`config.mk`:
```
export PLATFORM = sky130hd
export DESIGN_NAME = hilo_muldiv_unit
export DESIGN_NICKNAME = d
export VERILOG_FILES = /design/src/rtl/muldiv_pkg.sv /design/src/rtl/muldiv_iter_step.sv /design/src/rtl/hilo_muldiv_unit.sv
export SDC_FILE = /design/constraint.sdc
export NUM_CORES = 1
export LEC_CHECK = 0
export CORE_MARGIN = 10
export CORE_UTILIZATION = 40
export DETAILED_ROUTE_END_ITERATION = 16
export DONT_BUFFER_PORTS = 1
export HOLD_SLACK_MARGIN = 0.08
export MAX_ROUTING_LAYER = met4
export SYNTH_ARGS = -nofsm -noshare
export SYNTH_HDL_FRONTEND = slang
export SYNTH_SLANG_ARGS = --single-unit
```
`constraint.sdc`:
```
create_clock -name Clk -period 7.5 [get_ports Clk]
set_input_delay 0.75 -clock Clk [delete_from_list [all_inputs] [get_ports Clk]]
set_output_delay 0.75 -clock Clk [all_outputs]
set_load 0.02 [all_outputs]
```
`src/rtl/muldiv_pkg.sv`:
```
// Shared definitions for the HI/LO multiply/divide unit: op-codes, FSM states
// and the iteration-count helper.
package muldiv_pkg;

    localparam logic [3:0] OP_MULT      = 4'd0;
    localparam logic [3:0] OP_MULTU     = 4'd1;
    localparam logic [3:0] OP_MADD      = 4'd2;
    localparam logic [3:0] OP_MADDU     = 4'd3;
    localparam logic [3:0] OP_MSUB      = 4'd4;
    localparam logic [3:0] OP_MSUBU     = 4'd5;
    localparam logic [3:0] OP_DIV       = 4'd6;
    localparam logic [3:0] OP_DIVU      = 4'd7;
    localparam logic [3:0] OP_MTHI      = 4'd8;
    localparam logic [3:0] OP_MTLO      = 4'd9;
    localparam logic [3:0] OP_MUL       = 4'd10;
    localparam logic [3:0] OP_NOP_FIRST = 4'd11;

    typedef enum logic [1:0] {
        IDLE = 2'd0,
        CALC = 2'd1,
        FIX  = 2'd2
    } state_t;

    function automatic int iter_count(input int dataW, input int radixBits);
        return dataW / radixBits;
    endfunction

endpackage

```
`src/rtl/muldiv_iter_step.sv`:
```
// One radix-2 step: either a shift-add multiply bit or a restoring divide bit,
// operating on the {hi, lo} working pair.
module muldiv_iter_step #(
    parameter int DATA_W = 32
) (
    input  logic              i_div,
    input  logic [DATA_W-1:0] i_hi,
    input  logic [DATA_W-1:0] i_lo,
    input  logic [DATA_W-1:0] i_operand,
    output logic [DATA_W-1:0] o_hi,
    output logic [DATA_W-1:0] o_lo
);

    logic [DATA_W:0]   w_sum;
    logic [DATA_W:0]   w_shifted;
    logic              w_fits;
    logic [DATA_W-1:0] w_diff;

    assign w_sum     = {1'b0, i_hi} + (i_lo[0] ? {1'b0, i_operand} : '0);
    assign w_shifted = {i_hi, i_lo[DATA_W-1]};
    assign w_fits    = w_shifted >= {1'b0, i_operand};
    // The partial remainder stays below the divisor, so the difference fits DATA_W bits.
    assign w_diff    = w_shifted[DATA_W-1:0] - i_operand;

    always_comb begin
        o_hi = w_sum[DATA_W:1];
        o_lo = {w_sum[0], i_lo[DATA_W-1:1]};
        if (i_div) begin
            o_hi = w_fits ? w_diff : w_shifted[DATA_W-1:0];
            o_lo = {i_lo[DATA_W-2:0], w_fits};
        end
    end

endmodule

```
`src/rtl/hilo_muldiv_unit.sv`:
```
// Iterative multiply/divide unit owning the architectural HI/LO registers;
// retires RADIX_BITS bits per cycle through a chain of muldiv_iter_step.
module hilo_muldiv_unit
    import muldiv_pkg::*;
#(
    parameter int DATA_W     = 32,
    parameter int RADIX_BITS = 1
) (
    input  logic              Clk,
    input  logic              Rst,
    input  logic              Start,
    input  logic [3:0]        Op,
    input  logic [DATA_W-1:0] A,
    input  logic [DATA_W-1:0] B,
    input  logic              Flush,
    output logic              Busy,
    output logic              Done,
    output logic [DATA_W-1:0] Hi,
    output logic [DATA_W-1:0] Lo,
    output logic [DATA_W-1:0] Result
);

    localparam int ITER  = iter_count(DATA_W, RADIX_BITS);
    localparam int CNT_W = $clog2(ITER + 1);

    state_t              r_state;
    state_t              w_stateNext;
    logic [CNT_W-1:0]    r_cnt;
    logic [3:0]          r_op;
    logic                r_negA;
    logic                r_negB;
    logic                r_bZero;
    logic [DATA_W-1:0]   r_hiWork;
    logic [DATA_W-1:0]   r_loWork;
    logic [DATA_W-1:0]   r_operand;
    logic [DATA_W-1:0]   r_hi;
    logic [DATA_W-1:0]   r_lo;
    logic [DATA_W-1:0]   r_result;
    logic                r_done;

    logic                w_accept;
    logic                w_isArith;
    logic                w_isDivOp;
    logic                w_isSignedOp;
    logic                w_negA;
    logic                w_negB;
    logic [DATA_W-1:0]   w_magA;
    logic [DATA_W-1:0]   w_magB;
    logic                w_lastIter;
    logic                w_runDiv;
    logic [2*DATA_W-1:0] w_prodMag;
    logic [2*DATA_W-1:0] w_prod;
    logic [2*DATA_W-1:0] w_hilo;
    logic [2*DATA_W-1:0] w_hiloNext;
    logic [DATA_W-1:0]   w_quot;
    logic [DATA_W-1:0]   w_rem;
    logic [DATA_W-1:0]   w_resultNext;
    logic [DATA_W-1:0]   w_chainHi [RADIX_BITS+1];
    logic [DATA_W-1:0]   w_chainLo [RADIX_BITS+1];

    assign w_accept     = (r_state == IDLE) && Start && !Flush;
    assign w_isDivOp    = (Op == OP_DIV) || (Op == OP_DIVU);
    assign w_isArith    = (Op <= OP_DIVU) || (Op == OP_MUL);
    assign w_isSignedOp = (Op == OP_MULT) || (Op == OP_MADD) || (Op == OP_MSUB) ||
                          (Op == OP_DIV)  || (Op == OP_MUL);
    assign w_negA       = w_isSignedOp && A[DATA_W-1];
    assign w_negB       = w_isSignedOp && B[DATA_W-1];
    assign w_magA       = w_negA ? -A : A;
    assign w_magB       = w_negB ? -B : B;
    assign w_lastIter   = r_cnt == CNT_W'(ITER - 1);
    assign w_runDiv     = (r_op == OP_DIV) || (r_op == OP_DIVU);

    assign w_chainHi[0] = r_hiWork;
    assign w_chainLo[0] = r_loWork;

    for (genvar g = 0; g < RADIX_BITS; g++) begin : g_step
        muldiv_iter_step #(.DATA_W(DATA_W)) u_step (
            .i_div    (w_runDiv),
            .i_hi     (w_chainHi[g]),
            .i_lo     (w_chainLo[g]),
            .i_operand(r_operand),
            .o_hi     (w_chainHi[g+1]),
            .o_lo     (w_chainLo[g+1])
        );
    end

    // Magnitude results are re-signed here; remainder follows the dividend's sign.
    assign w_prodMag = {r_hiWork, r_loWork};
    assign w_prod    = (r_negA ^ r_negB) ? -w_prodMag : w_prodMag;
    assign w_hilo    = {r_hi, r_lo};
    assign w_quot    = (r_negA ^ r_negB) ? -r_loWork : r_loWork;
    assign w_rem     = r_negA ? -r_hiWork : r_hiWork;

    always_comb begin
        w_hiloNext   = w_hilo;
        w_resultNext = r_result;
        case (r_op)
            OP_MULT, OP_MULTU: w_hiloNext = w_prod;
            OP_MADD, OP_MADDU: w_hiloNext = w_hilo + w_prod;
            OP_MSUB, OP_MSUBU: w_hiloNext = w_hilo - w_prod;
            OP_DIV,  OP_DIVU:  w_hiloNext = {w_rem, r_bZero ? {DATA_W{1'b1}} : w_quot};
            OP_MUL:            w_resultNext = w_prod[DATA_W-1:0];
            default:           w_hiloNext = w_hilo;
        endcase
    end

    always_comb begin
        w_stateNext = r_state;
        unique case (r_state)
            IDLE: if (w_accept && w_isArith) w_stateNext = CALC;
            CALC: begin
                if (Flush)           w_stateNext = IDLE;
                else if (w_lastIter) w_stateNext = FIX;
            end
            FIX:     w_stateNext = IDLE;
            default: w_stateNext = IDLE;
        endcase
    end

    always_ff @(posedge Clk) begin
        if (Rst) r_state <= IDLE;
        else     r_state <= w_stateNext;
    end

    always_ff @(posedge Clk) begin
        if (Rst) begin
            r_cnt     <= '0;
            r_op      <= '0;
            r_negA    <= 1'b0;
            r_negB    <= 1'b0;
            r_bZero   <= 1'b0;
            r_hiWork  <= '0;
            r_loWork  <= '0;
            r_operand <= '0;
            r_hi      <= '0;
            r_lo      <= '0;
            r_result  <= '0;
            r_done    <= 1'b0;
        end else begin
            r_done <= 1'b0;
            case (r_state)
                IDLE: begin
                    if (w_accept && w_isArith) begin
                        r_op      <= Op;
                        r_cnt     <= '0;
                        r_negA    <= w_negA;
                        r_negB    <= w_negB;
                        r_bZero   <= B == '0;
                        r_hiWork  <= '0;
                        r_loWork  <= w_isDivOp ? w_magA : w_magB;
                        r_operand <= w_isDivOp ? w_magB : w_magA;
                    end else if (w_accept && Op == OP_MTHI) begin
                        r_hi   <= A;
                        r_done <= 1'b1;
                    end else if (w_accept && Op == OP_MTLO) begin
                        r_lo   <= A;
                        r_done <= 1'b1;
                    end
                end
                CALC: begin
                    if (!Flush) begin
                        r_hiWork <= w_chainHi[RADIX_BITS];
                        r_loWork <= w_chainLo[RADIX_BITS];
                        r_cnt    <= r_cnt + 1'b1;
                    end
                end
                FIX: begin
                    if (!Flush) begin
                        r_hi     <= w_hiloNext[2*DATA_W-1:DATA_W];
                        r_lo     <= w_hiloNext[DATA_W-1:0];
                        r_result <= w_resultNext;
                        r_done   <= 1'b1;
                    end
                end
                default: r_done <= 1'b0;
            endcase
        end
    end

    assign Busy   = r_state != IDLE;
    assign Done   = r_done;
    assign Hi     = r_hi;
    assign Lo     = r_lo;
    assign Result = r_result;

endmodule

```
==> reports/metrics.cfg, run 1 <==
[outcome]
status = complete, no violations

[place]
port_buffers = 0
place_ws_ps = 1060
gp_congestion = 0.997
dpl_cell_area_um2 = 23300
hpwlAfterDp_mm = 74.7

[logic_synthesis]
synth_top_family_by_area = compound AO/OA/AOI/OAI gates
yosys.area.top_type_share = 0.182
ys_warn_count = 0
synth_nets = 3541
synthMuxAreaShare = 0.00860
syn-mean-instance-area_um2 = 6.85
synth_top_cell_by_area = dfxtp_1
netlist_top_cells_area = dfxtp_1 (18%), a21oi_1 (7.6%), ha_1 (7.3%)
yosys.area_share.simple = 0.260
synth_fa_ha_area_frac = 0.0755
synth_compound_area_frac = 0.300
synth-xor-area-share = 0.118
netlist_area_um2 = 22800
synthFlopType = dfxtp_1
synth_edf_count = 0
ys_seq_area_frac = 0.182
synth_cell_type_count = 88
syn_inst = 3333
synthArstFlopShare = 0
ys_ff_latch = 208

[worst_setup_path]
crit_start = r_loWork[6]$_SDFFE_PP0P_
crit_path_max_fanout = 14
worstSetupStartpointType = register
worst_setup_path_end_kind = register
crit_type = register to register
worst-endpoint-arrival_ps = 7130
cp.required_ps = 8010
r2r-start = r_loWork[6]$_SDFFE_PP0P_

[floorplan]
start_util = 0.404
coreArea_um2 = 56500
io_pins = 170
floorplan.die_area_um2 = 67100
dieWidth_um = 259
rows = 87
fp.dieH_um = 259

[clock_tree]
root_buffer = clkbuf_16
clock-sinks = 208
cts.hold.buffers_added = 0
htree_levels = 1
cts_tree = yes
cts_resized = 0
clockBufferDepth = 3
clk_latency_ps = 600
cts_setup_buffers = 0
cts_buffers = 28
cts.reportedPaths.clkPinSlew_ps = 70

[routing]
drc = 0
viasPerCell = 6.32
totalWireLength_mm = 98.6
num_vias = 25049
avgRoutedWirePerCell_um = 24.9
ant_nets = 0
drt_iter0_drc = 3272
first_pass_iters = 6

[pwr]
p_leak_nw = 9.19
power_mw = 3.90
vdd_drop_max_mv = 0.171
powerDensity_nw_per_um2 = 160

[sta]
rsz0062_at_grt = false
fin_tns_setup_ps = 0
finalCritPeriodShare = 0.883
worst_slack_ps = 875
max_freq_mhz = 151
max_slew_margin = 0.286
max_slew.worst_pin.slew_ps = 1070
period_minus_slack_ps = 6630
finalClockSkew_ps = 16.9
setup_viol = 0
finalMaxSlewViolations = 0
whs_ps = 288
hold_viol = 0

[grt]
grt_max_degree = 174
grt-ovfl-total = 0
first_global_vias = 22572
grt_pass1_wl_mm = 146
grt.total_usage = 0.286
antenna_found_initial = 5

[final_layout]
seqCellArea_um2 = 4160
multiInputGateArea_um2 = 17500
finalNetCount = 3382
fin_area_um2 = 24400
nFillCells = 5973
layout-drive-gt1-share = 0.0541
area_growth_pct = 6.79
final_cell_mix = nand2_1 (397), nor2_1 (387), a21oi_1 (349)
layout_commonest_cell = nand2_1

[job]
cap_violations = 0

[worst_hold_path]
holdCritStartpoint = Op[1]
hp-class = input port to register

## layout make-up
cell class,instances,share of cell area
clock inverters,19,0.0111
clock buffers,33,0.0311
multi-input cells,2791,0.717
inverters,93,0.0143
well taps,756,0.0388
repair buffers,52,0.0160
flip-flops and latches,208,0.171
diodes,9,0.000923
## where the power goes
group          total (mW)  internal (mW)  switching [mW]
clock network        1.52          0.905           0.612
logic                1.20          0.422           0.780
registers            1.19           1.13          0.0553
total                3.90           2.46            1.45
## flip-flops by register name (all words and copies together) (netlist names)
name / count
Done: 1
Hi: 32
Lo: 32
Result: 32
r_bZero: 1
r_cnt: 6
r_hiWork: 32
r_loWork: 32
r_negA: 1
r_negB: 1
r_op: 4
r_operand: 32
r_state: 2
## synthesized netlist by cell type (all sizes together) (62+ instances only)
cell type and instances:
nand2 397, nor2 388, a21oi 349, dfxtp 208
o21ai 206, clkbuf 194, xnor2 174, ha 133
nor3 132, xor2 131, inv 93, a211oi 67
a21o 63, nand3 62
## worst max-delay path, stage by stage (launching register included)
cell and delay, ps:
dfxtp_1 430, nor4_4 690, nand2_1 280, o41ai_1 480, xnor2_1 300, nor4_2 440, nand2_1 280, nor4_4 460
a21oi_1 150, xor2_1 170, ha_1 420, a2111oi_0 590, o211ai_1 190, o211ai_1 130, nand3_1 150, a21oi_1 230
nand3_1 160, a31oi_1 290, o21bai_1 140, mux2i_1 160, o21ai_0 100, a311oi_1 280
## final timing paths
kind / endpoint / slack [ps] / depth (start not counted)
worst max register to register: Hi[25]$_SDFFE_PP0P_ / 870 / 21
worst max-delay path: Hi[25]$_SDFFE_PP0P_ / 870 / 21
worst min-delay path: r_op[1]$_SDFFE_PP0P_ / 290 / 2
worst min register to register: r_operand[19]$_SDFFE_PP0P_ / 450 / 2
## metal layers
layer | GRT usage | wire (um)
met1 | 0.384 | 42100
met2 | 0.412 | 41600
met3 | 0.0692 | 11300
met4 | 0.0995 | 3600
met5 | - | 0
## stage by stage
step | utilization | instances
after floorplan | - | 3333
after global placement | 0.413 | 3900
after detailed placement | 0.413 | 3900
after CTS | 0.431 | 3952
after global routing | 0.432 | 3957
final | 0.432 | 3961
## kinds of logic after synthesis
| logic type | Yosys count |
|---|---|
| simple gates | 1266 |
| compound gates | 1065 |
| buf+inv | 334 |
| xor+xnor | 305 |
| flops | 208 |
| fa+ha+maj | 136 |
| mux | 19 |
Note: power is estimated with default switching activity, not from simulation.
==> run 2: changes to the inputs <==
--- a/config.mk
+++ b/config.mk
@@ -5,7 +5,7 @@
 export SDC_FILE = /design/constraint.sdc
 export NUM_CORES = 1
 export LEC_CHECK = 0
-export CORE_MARGIN = 10
+export CORE_MARGIN = 5
 export CORE_UTILIZATION = 40
 export DETAILED_ROUTE_END_ITERATION = 16
 export DONT_BUFFER_PORTS = 1
==> constraint.sdc (replaced) <==
create_clock -name Clk -period 7 [get_ports Clk]
set_input_delay 0.7 -clock Clk [delete_from_list [all_inputs] [get_ports Clk]]
set_output_delay 0.7 -clock Clk [all_outputs]
set_load 0.02 [all_outputs]
==> run 2 against run 1 <==
Effect of this change: clock-buffer cell count up 1; highest routed layer unchanged; critical path type unchanged; worst setup slack worse by 400 ps; combinational power up 9%; utilization up 0.060 points; via count down 0.12%; final area up 0.14%; total power up 5.6%.
==> reports/metrics.cfg, run 2 (same netlist as run 1, synthesis figures left out) <==
[final_layout]
layout-drive-gt1-share = 0.0579  ; +0.00380
nFillCells = 5958  ; -0.25%
area_growth_pct = 6.94
multiInputGateArea_um2 = 17500  ; about the same
stdcell_count = 3968  ; +0.18%
seqCellArea_um2 = 4160  ; unchanged
finalNetCount = 3398  ; +0.47%
final_cell_mix = nand2_1 (397), nor2_1 (387), a21oi_1 (349)
layout_commonest_cell = nand2_1

[grt]
first_global_vias = 22080  ; -2.2%
grt_pass1_wl_mm = 144  ; -1.3%
grt_max_degree = 174  ; unchanged
grt-ovfl-total = 0  ; unchanged
antenna_found_initial = 6  ; +1
grt.total_usage = 0.302  ; +0.0160

[pwr]
p_switching_mw = 1.55  ; +7.1%
power_mw = 4.12  ; +5.6%
switching_share = 0.376  ; +0.00526
p_leak_nw = 9.24  ; +0.50%
p_int_mw = 2.57  ; +4.7%
vdd_drop_max_mv = 0.190  ; +11%
power_frac_seq = 0.308  ; +0.004
powerDensity_nw_per_um2 = 169  ; +5.4%
p_comb_frac = 0.318  ; +0.010
clkPwrFrac = 0.374  ; -0.014

[sta]
max_slew.worst_pin.slew_ps = 1000  ; -63.4 ps
rsz0062_at_grt = false
period_minus_slack_ps = 6530  ; -95.2 ps
max_slew_margin = 0.328  ; +0.0424
finalCritPeriodShare = 0.933  ; +0.0495
fin_tns_setup_ps = 0  ; unchanged
finalMaxSlewViolations = 0  ; unchanged
max_freq_mhz = 153  ; +1.5%
setup_viol = 0  ; unchanged
hold_viol = 0  ; unchanged
finalClockSkew_ps = 20.2  ; +3.27 ps

[worst_setup_path]
crit_path_max_fanout = 10  ; -4
critical_path.max_stage_delay_ps = 510  ; -180 ps
crit_type = register to register
worst_setup_path_end_kind = register
r2r_setup_slack_ps = 470  ; -400 ps
worst-endpoint-arrival_ps = 7040  ; -90 ps
cp_slowest_cell = nor4_2
cp.required_ps = 7510  ; -500 ps
worstSetupStartpointType = register

[routing]
first_pass_iters = 6  ; unchanged
drc = 0  ; unchanged
viasPerCell = 6.31  ; -0.30%
ant_nets = 0  ; unchanged
drt_iter0_drc = 3084  ; -5.7%
num_vias = 25019  ; -0.12%
totalWireLength_mm = 97.8  ; -0.89%
avgRoutedWirePerCell_um = 24.6  ; -1.1%

[clock_tree]
htree_levels = 1  ; unchanged
root_buffer = clkbuf_16
clock-sinks = 208  ; unchanged
clk_latency_ps = 590  ; about the same
cts.reportedPaths.clkPinSlew_ps = 60  ; about the same
cts_tree = yes
cts_buffers = 27  ; -3.6%
clockBufferDepth = 3  ; unchanged

[floorplan]
dieWidth_um = 249  ; -3.9%
rows = 87  ; unchanged
fp.dieH_um = 249  ; -3.9%
coreArea_um2 = 56500  ; unchanged
io_pins = 170  ; unchanged
start_util = 0.404  ; unchanged
floorplan.die_area_um2 = 62000  ; -7.6%

[place]
hpwlAfterDp_mm = 73.5  ; -1.6%
gp_congestion = 1.04  ; +4.0%
dp.cells = 3914  ; +0.36%
port_buffers = 0  ; unchanged

[outcome]
status = complete, no violations

[worst_hold_path]
hp-class = input port to register

[job]
cap_violations = 0  ; unchanged

## run 2: worst paths after layout
check | startpoint | end | cells after the start
max | r_loWork[0]$_SDFFE_PP0P_ | Hi[25]$_SDFFE_PP0P_ | 25
min | Op[2] | r_op[2]$_SDFFE_PP0P_ | 2
max reg2reg | r_loWork[0]$_SDFFE_PP0P_ | Hi[25]$_SDFFE_PP0P_ | 25
min reg2reg | r_operand[29]$_SDFFE_PP0P_ | r_operand[29]$_SDFFE_PP0P_ | 2
## run 2: layout make-up
class / count / share of cell area
Multi-Input combinational cell: 2791 / 0.716
Sequential cell: 208 / 0.170
Tap cell: 756 / 0.0387
Clock buffer: 34 / 0.0300
Timing Repair Buffer: 69 / 0.0212
Inverter: 93 / 0.0143
Clock inverter: 16 / 0.00896
Antenna cell: 1 / 0.000102
## run 2: repair_timing
item | CTS | global route
gates resized for setup | 0 | 2
hold buffers | 0 | 0
setup buffers | 0 | 3
hold endpoints to repair | 0 | 0
setup endpoints to repair | 0 | 1
## run 2: metal layers
| metal | up-vias | wire length [um] | GRT usage |
|---|---|---|---|
| li1 | 11835 | - | - |
| met1 | 11667 | 42500 | 0.426 |
| met2 | 1343 | 40600 | 0.434 |
| met3 | 174 | 11000 | 0.0664 |
| met4 | 0 | 3650 | 0.0888 |
| met5 | - | 0 | - |
## run 2: metrics by stage
step	setup WS (ps)	hold slack (ps)	cell area (um^2)	util
after global routing	76.7	251	24400	0.432
after floorplan	1210	430	22800	-
after CTS	532	217	24400	0.432
after global placement	752	441	23400	0.415
final	470	245	24400	0.432
after detailed placement	592	448	23400	0.415
## run 2: critical path, delay by kind of cell, from the launching register on
family          cells  cell delay (ps)
simple gates       11             3190
compound gates      8             1570
fa+ha+maj           2              710
flops               1              400
buf+inv             2              270
xor+xnor            1              160
mux                 1              160
## run 2: power by group through the flow
stage / Clock (mW) / Sequential, mW / Combinational (mW)
6_report: 1.54 / 1.27 / 1.31
2_1_floorplan: 0 / 1.25 / 0.973
3_5_place_dp: 0 / 1.29 / 1.26
5_1_grt: 1.60 / 1.27 / 1.41
3_3_place_gp: 0 / 1.29 / 1.26
4_1_cts: 1.55 / 1.27 / 1.26
